--- src/rtl/swi_reg_monitor.sv ---
// ============================================================================
// swi_reg_monitor
// ----------------------------------------------------------------------------
// Switch-driven register-file monitor. A two-bit command field on the
// switches selects IDLE / WRITE / STEP / CLEAR. Each command acts once per
// press: it is accepted only on the cycle the field leaves 00. The block
// keeps a small register file, a step counter, a saturating write counter,
// a shift register of written bytes and a free-running cycle counter, and
// exposes all of them for display.
//
// Ports
//   clk_2            in   1          sole clock, rising edge
//   reset            in   1          synchronous, active-high
//   SWI              in   NBITS      [NBITS-1:NBITS-2] command, [NBITS-3:0] data
//   LED              out  NBITS      {busy, write pointer padded/truncated}
//   SEG              out  NBITS      accepted-write count, saturating
//   lcd_registrador  out  NBITS x NREGS  register file contents
//   lcd_pc           out  NBITS      step counter
//   lcd_WriteData    out  NBITS      zero-extended data field (combinational)
//   lcd_Result       out  NBITS      last value written to the register file
//   lcd_RegWrite     out  1          one-cycle pulse after each accepted write
//   lcd_a            out  NBITS_LCD  history of written bytes, newest in LSBs
//   lcd_b            out  NBITS_LCD  free-running cycle counter
// ============================================================================
module swi_reg_monitor #(
    parameter int NBITS     = 8,   // datapath width, at least 4
    parameter int NREGS     = 32,  // register count, power of two 2..256
    parameter int NBITS_LCD = 64   // history/cycle width, multiple of NBITS
) (
    input  logic                 clk_2,
    input  logic                 reset,
    input  logic [NBITS-1:0]     SWI,
    output logic [NBITS-1:0]     LED,
    output logic [NBITS-1:0]     SEG,
    output logic [NBITS-1:0]     lcd_registrador [0:NREGS-1],
    output logic [NBITS-1:0]     lcd_pc,
    output logic [NBITS-1:0]     lcd_WriteData,
    output logic [NBITS-1:0]     lcd_Result,
    output logic                 lcd_RegWrite,
    output logic [NBITS_LCD-1:0] lcd_a,
    output logic [NBITS_LCD-1:0] lcd_b
);

    // Register index width.
    localparam int AW = (NREGS > 1) ? $clog2(NREGS) : 1;

    // Command encodings.
    localparam logic [1:0] CMD_IDLE  = 2'b00;
    localparam logic [1:0] CMD_WRITE = 2'b01;
    localparam logic [1:0] CMD_STEP  = 2'b10;
    localparam logic [1:0] CMD_CLEAR = 2'b11;

    // FSM states.
    localparam logic [0:0] ST_IDLE     = 1'b0;
    localparam logic [0:0] ST_CLEARING = 1'b1;

    // ------------------------------------------------------------------------
    // State
    // ------------------------------------------------------------------------
    logic [0:0]           r_state;
    logic [1:0]           r_cmd_prev;
    logic [AW-1:0]        r_wptr;
    logic [AW-1:0]        r_clr_idx;
    logic [NBITS-1:0]     r_regs [0:NREGS-1];
    logic [NBITS-1:0]     r_pc;
    logic [NBITS-1:0]     r_result;
    logic [NBITS-1:0]     r_wr_count;
    logic                 r_regwrite;
    logic [NBITS_LCD-1:0] r_hist;
    logic [NBITS_LCD-1:0] r_cycles;

    // ------------------------------------------------------------------------
    // Decode
    // ------------------------------------------------------------------------
    logic [1:0]           w_cmd;
    logic [NBITS-1:0]     w_data;
    logic                 w_accept_write;
    logic                 w_accept_step;
    logic                 w_accept_clear;
    logic                 w_clr_last;
    logic                 w_busy;
    logic [NBITS-2:0]     w_wptr_led;
    logic [NBITS_LCD-1:0] w_hist_next;

    assign w_cmd      = SWI[NBITS-1:NBITS-2];
    assign w_data     = {2'b00, SWI[NBITS-3:0]};
    assign w_busy     = (r_state == ST_CLEARING);
    assign w_clr_last = (r_clr_idx == AW'(NREGS - 1));

    // A command acts only on the edge where the field leaves 00, so holding
    // a switch produces one action. Nothing is accepted while clearing.
    // NOTE: every signal assigned in an always_comb gets a default first;
    // a path that leaves one unassigned would infer a latch.
    always_comb begin
        w_accept_write = 1'b0;
        w_accept_step  = 1'b0;
        w_accept_clear = 1'b0;
        if ((r_state == ST_IDLE) && (w_cmd != CMD_IDLE) && (r_cmd_prev == CMD_IDLE)) begin
            case (w_cmd)
                CMD_WRITE: w_accept_write = 1'b1;
                CMD_STEP:  w_accept_step  = 1'b1;
                CMD_CLEAR: w_accept_clear = 1'b1;
                default:   ;
            endcase
        end
    end

    // New byte enters the low end of the history; the oldest falls off.
    generate
        if (NBITS_LCD > NBITS) begin : g_hist_shift
            assign w_hist_next = {r_hist[NBITS_LCD-NBITS-1:0], w_data};
        end else begin : g_hist_single
            assign w_hist_next = w_data;
        end
    endgenerate

    // Write pointer shown on LED[NBITS-2:0], zero-padded or truncated.
    generate
        if (AW >= NBITS - 1) begin : g_led_trunc
            assign w_wptr_led = r_wptr[NBITS-2:0];
        end else begin : g_led_pad
            assign w_wptr_led = {{(NBITS - 1 - AW){1'b0}}, r_wptr};
        end
    endgenerate

    // ------------------------------------------------------------------------
    // Control: FSM, command history, write pointer, clear sweep index
    // ------------------------------------------------------------------------
    // NOTE: sequential state uses non-blocking assignments only, so every
    // flop samples pre-edge values regardless of block ordering.
    always_ff @(posedge clk_2) begin
        if (reset) begin
            r_state    <= ST_IDLE;
            // All-ones here means a command held through reset release is
            // seen as already pressed and is not accepted.
            r_cmd_prev <= '1;
            r_wptr     <= '0;
            r_clr_idx  <= '0;
        end else begin
            // Tracked even while clearing, so a command held across the end
            // of the sweep is not accepted when the FSM returns to idle.
            r_cmd_prev <= w_cmd;
            case (r_state)
                ST_IDLE: begin
                    if (w_accept_clear) begin
                        r_state   <= ST_CLEARING;
                        r_clr_idx <= '0;
                        r_wptr    <= '0;
                    end else if (w_accept_write) begin
                        r_wptr <= r_wptr + AW'(1);
                    end
                end
                ST_CLEARING: begin
                    r_clr_idx <= r_clr_idx + AW'(1);
                    if (w_clr_last) begin
                        r_state <= ST_IDLE;
                    end
                end
                default: r_state <= ST_IDLE;
            endcase
        end
    end

    // ------------------------------------------------------------------------
    // Register file: one write port shared by WRITE and the clear sweep.
    // Writes are only accepted in idle, so the two never collide.
    // ------------------------------------------------------------------------
    // NOTE: the register file is reset because its contents are displayed
    // and must read as zero after reset; this forces flops, not RAM.
    always_ff @(posedge clk_2) begin
        if (reset) begin
            for (int i = 0; i < NREGS; i++) begin
                r_regs[i] <= '0;
            end
        end else if (w_accept_write) begin
            r_regs[r_wptr] <= w_data;
        end else if (r_state == ST_CLEARING) begin
            r_regs[r_clr_idx] <= '0;
        end
    end

    // ------------------------------------------------------------------------
    // Datapath counters and display registers. None of these are touched by
    // the clear sweep.
    // ------------------------------------------------------------------------
    always_ff @(posedge clk_2) begin
        if (reset) begin
            r_pc       <= '0;
            r_result   <= '0;
            r_wr_count <= '0;
            r_regwrite <= 1'b0;
            r_hist     <= '0;
            r_cycles   <= '0;
        end else begin
            r_cycles   <= r_cycles + NBITS_LCD'(1);
            r_regwrite <= w_accept_write;
            if (w_accept_write) begin
                r_result <= w_data;
                r_hist   <= w_hist_next;
                if (!(&r_wr_count)) begin
                    r_wr_count <= r_wr_count + NBITS'(1);
                end
            end
            if (w_accept_step) begin
                r_pc <= r_pc + NBITS'(1);
            end
        end
    end

    // ------------------------------------------------------------------------
    // Outputs
    // ------------------------------------------------------------------------
    assign LED             = {w_busy, w_wptr_led};
    assign SEG             = r_wr_count;
    assign lcd_registrador = r_regs;
    assign lcd_pc          = r_pc;
    assign lcd_WriteData   = w_data;
    assign lcd_Result      = r_result;
    assign lcd_RegWrite    = r_regwrite;
    assign lcd_a           = r_hist;
    assign lcd_b           = r_cycles;

endmodule

--- config.mk ---
export PLATFORM = sky130hd
export DESIGN_NAME = swi_reg_monitor
export DESIGN_NICKNAME = d
export VERILOG_FILES = /design/src/rtl/swi_reg_monitor.sv
export SDC_FILE = /design/constraint.sdc
export NUM_CORES = 1
export LEC_CHECK = 0
export CORE_ASPECT_RATIO = 2
export CORE_MARGIN = 4
export CORE_UTILIZATION = 30
export DETAILED_ROUTE_END_ITERATION = 8
export SYNTH_ARGS = -nofsm -noshare
export SYNTH_HDL_FRONTEND = slang
export SYNTH_SLANG_ARGS = --single-unit
--- constraint.sdc ---
create_clock -name clk_2 -period 2.2 [get_ports clk_2]
set_clock_uncertainty 0.15 [all_clocks]
set_input_delay 0.44 -clock clk_2 [delete_from_list [all_inputs] [get_ports clk_2]]
set_output_delay 0.44 -clock clk_2 [all_outputs]
set_load 0.01 [all_outputs]
* Word-level counts from Yosys, hierarchy flattened
Index checks and enable logic that the tools add are counted.
Storage, ports and cells: register bits 404, output and inout bits 425, word-level logic and storage cells 93
Cells by class: $add $sub $neg 5, $lt $le $gt $ge 4, equality and inequality tests 5, muxes and demuxes 20, bitwise operators 6, reductions and logical operators 11
Operators by type and width (count):
- $mux W256 | 2
- $and A256 B256 Y256 | 1
- $bwmux W256 | 1
- $not A256 Y256 | 1
- $demux W8 S5 | 2
- $add A64 B1 Y64 const B | 1
- $add A8 B1 Y8 const B | 2
- $mux W8 | 2
- $mux W5 | 3
- $ge A6 B6 Y1 const B | 2
- $lt A6 B1 Y1 const B | 2
- $not A5 Y6 | 2
- $add A5 B1 Y5 const B | 2
- $pmux W5 S2 | 1
- $mux W1 | 8
- $reduce_and A8 Y1 | 1
- $reduce_bool A2 Y1 | 3
- $eq A5 B5 Y1 const B | 1
- $eq A2 B2 Y1 const B | 2
- $logic_and A1 B1 Y1 | 4
- $reduce_and A2 Y1 | 2
- $eq A2 B1 Y1 const B | 1
- $logic_not A2 Y1 | 1
- $ne A2 B2 Y1 const B | 1
- other kinds (2) | 3

* Depth between registers and ports, before layout
depth in word-level cells 9, gate-level depth with buffers 9, depth with buffers taken out 6

* Worst setup path before layout
No wires, ideal clock.
path kind reg-to-reg, start point register r_cycles[0] (netlist: lcd_b[0]), end point register r_cycles[54] (netlist: lcd_b[54]), arrival time 1.982 ns, slack -0.003 ns, stages on the path, launching flop included 7, path buffers 0, cell sequence dfxtp_1 > ha_1 > nand4_1 > nor4_4 > nand4_1 > or3_1 > a21oi_1
Between the ends: longest elaborated chain between the ends 1
RTL lines:
- from (decl) | line 70 | logic [NBITS_LCD-1:0] r_cycles;
- from (signal assigned) | line 195 | r_cycles <= r_cycles + NBITS_LCD'(1);
- $add A64 B1 Y64 | line 195
Every way passes these cells. A chain may end at the register's enable or synchronous reset.

* Worst setup path after layout
start point register r_cmd_prev[0], end point register r_regs, in the netlist lcd_registrador[208]
Between the ends: longest elaborated chain between the ends 4
RTL lines:
- from (decl) | line 61 | logic [1:0] r_cmd_prev;
- from (signal assigned) | line 142 | r_cmd_prev <= w_cmd;
- $logic_not A2 Y1 (*) | line 98 | if ((r_state == ST_IDLE) && (w_cmd != CMD_IDLE) && (r_cmd_prev == CMD_IDLE)) begin
- $logic_and A1 B1 Y1 (*) | line 98
- $mux W1 (*) | line 98
- $mux W256 / $reduce_bool A2 Y1 (equally long branches)
- to (signal, indexed assignment) | line 176 | r_regs[r_wptr] <= w_data;
- to (decl) | line 64 | logic [NBITS-1:0] r_regs [0:NREGS-1];
Mark *: on every way between the ends. The rest lies on a longest branch, timed or not.

==> metrics.txt <==
status complete, but fails checks; violated checks setup timing; layout net count 2318; HPWL after DPL 43300 µm; Routed WL 59020 µm; WP data arrival 2.55 ns; combinational power share 0.034; post-route insts no fill 2970; ant diodes 0; wire per inst 19.87 µm; Post-synth ARST share 0; crit end category flop; # port buffers 412; Core ar. 50070 µm²; Hold-fix buffers, CTS 0; Netlist cell types 44; Total Routing Usage GR 0.2002; sequential share of the synthesized area 0.5253; Max FO, Critical Path 8; max_cap viols 0; CTS max path bufs 3; largest cells by area after synthesis dfxtp_1 53%, nand3_1 8.5%, a21oi_1 6.2%; pin count of the biggest net entering global routing 61; area added between synthesis and finish 53.46%; placed cell area 21080 µm²; antenna violations before repair 0; Die Ht 326.0 µm; DRT iter0 DRCs 892; initial core utilization 0.3029; Final ANT Viol Nets 0; Leak Pwr 8.697 nW; final period utilization 1.028; mapped cell area 15170 µm²; Final Hold Fails 0; CTS tree built; fin crit period 2.263 ns; Clk pwr share 0.466; Req. time, crit path 2.48 ns; Slew Limit Fails 0; first-pass GRT wire length 85760 µm; largest area contributor in the netlist dfxtp_1; Final Worst Setup Slack -0.06250 ns; # rows 116; RSZ-0062 raised after global routing true; Final Instance Area 23280 µm²; final core utilization 0.4648; die area 54440 µm²; Int Power 11.16 mW; H-tree levels 2; chip width 167.0 µm; startpoint types flop; via-per-instance ratio 4.958; vias in the first global route 14123; RD Place Congestion 0.8780; CTS root buf clkbuf_16; Post-Synthesis Cells 1763; commonest non-fill, non-tap cell in the layout clkdlybuf4s50_1; Num CTS Buffers 38; Most used DFF post-synth dfxtp_1; Clock Sinks 398; CTS clk-pin slew, worst paths 0.07 ns; Peak Freq 442.0 MHz; Power Density 619.7 nW/µm²; Worst Tran Pin Value 0.6690 ns; layout cells sized above 1 0.1788; worst-skew pair later-pin latency 0.55 ns; DRC 0; DRT Pass-1 Iters 5; switching power 3.264 mW; Syn Area/Cell 8.603 µm²; GRT Residual Overflow 0; Syn. warnings 0; sequential power share 0.501; hold slack 0.09999 ns; worst rel slew slack 0.5519; Vias 14724; most frequent cells in the layout 374 x clkdlybuf4s50_1, 370 x dfxtp_1, 240 x nand2_1, 222 x nand3_1, 171 x a21oi_1; Worst VDD drop 0.5256 mV; total power 14.42 mW; switching share of power 0.2263; # fillers 4857; Seq cells post-synth 398; I/O pin cnt 435; post-synth top area share 0.5253; Setup CP Type reg2reg; Setup-failing EPs final 27; EDFF count, synth 0; Hold/Removal Path Class in2reg; Placed Instances 2883
## metrics by stage
stage	worst slack (ns)	setup TNS, ns
6_report	-0.06250	-0.6686
5_1_grt	-0.1311	-4.300
4_1_cts	0.0008058	0
3_5_place_dp	-0.6363	-168.32
3_3_place_gp	-0.6200	-155.02
2_1_floorplan	0.0009812	0
## cells by family (layout without fill, tap and decap cells)
logic type,after synthesis,count (layout),share of synthesized area
flip-flops,398,398,0.5253
AND/OR/NAND/NOR,819,819,0.2728
AO/OA/AOI/OAI,316,316,0.1064
adder cells (fa/ha/maj),12,12,0.009899
XOR/XNOR,55,55,0.03176
other,1,22,0.0002472
buffers and inverters,159,696,0.05156
multiplexers,3,3,0.001980
## repair_timing
| action | CTS | global route |
|---|---|---|
| gates cloned | 0 | 9 |
| resized for setup | 50 | 181 |
| hold endpoints to repair | 0 | 0 |
| endpoints found under the setup margin | 99 | 201 |
| setup buffers | 3 | 10 |
| pin swaps | 4 | 66 |
## worst paths after layout
kind | startpoint | to | slack, ns | cells after the start
setup / recovery | r_cmd_prev[0] | lcd_registrador[208] | -0.06 | 9
hold reg to reg | lcd_registrador[102] | lcd_registrador[102] | 0.31 | 1
hold / removal | reset | lcd_registrador[178] | 0.1 | 2
setup reg to reg | r_cmd_prev[0] | lcd_registrador[208] | -0.06 | 9
## worst max-delay path: stages (launching register included)
cell	delay, ns
dfxtp_2	0.33
or4b_4	0.54
buf_8	0.16
nor2_4	0.12
buf_12	0.15
clkbuf_16	0.17
nand4_1	0.16
buf_4	0.22
nand3_1	0.08
o21ai_0	0.07
## cell usage after synthesis (5+ instances only)
library cell  count
dfxtp_1         398
nand3_1         259
nand2_1         242
a21oi_1         188
o21ai_0         115
nor2_1           82
clkbuf_1         76
and3_1           59
xor2_1           42
buf_4            40
nand4_1          39
and2_1           36
buf_2            28
or3_1            17
nor3b_1          16
xnor2_1          13
ha_1             12
nor3_1           12
nand2b_1         11
inv_1            10
nor2b_1           7
a31oi_1           6
buf_1             5
nor4_1            5
or2_2             5
## flip-flops by register name, summed over array words and instances, names as in the netlist
register	cells
r_cmd_prev	2
lcd_pc	8
lcd_Result	5
lcd_b	64
r_clr_idx	5
lcd_RegWrite	1
SEG	8
r_state	1
lcd_a	43
lcd_registrador	256
r_wptr	5
## layout make-up
class | instances | area (µm²) | share of cell area
well taps | 649 | 812.0 | 0.03489
multi-input cells | 1227 | 7017 | 0.3015
flip-flops and latches | 398 | 8005 | 0.3439
clock inverters | 15 | 182.7 | 0.007848
clock buffers | 50 | 1066 | 0.04580
inverters | 10 | 37.54 | 0.001613
repair buffers | 621 | 6156 | 0.2645
## layer usage
layer  vias up  global-route usage  wire length, µm
li1       7107                   -                -
met1      6951              0.2030            20420
met2       543              0.3813            31730
met3       123             0.05403             4390
met4         0             0.08189             2483
met5         -                   0                0
## power groups by stage
stage	Sequential, mW	Combinational, mW	Clock (mW)
after floorplan	7.39	0.240	0
after global placement	7.38	0.461	0
after detailed placement	7.38	0.465	0
after CTS	7.22	0.466	6.92
after global routing	7.22	0.516	7.14
final	7.22	0.487	6.72
Note: power is estimated with default switching activity, not from simulation.
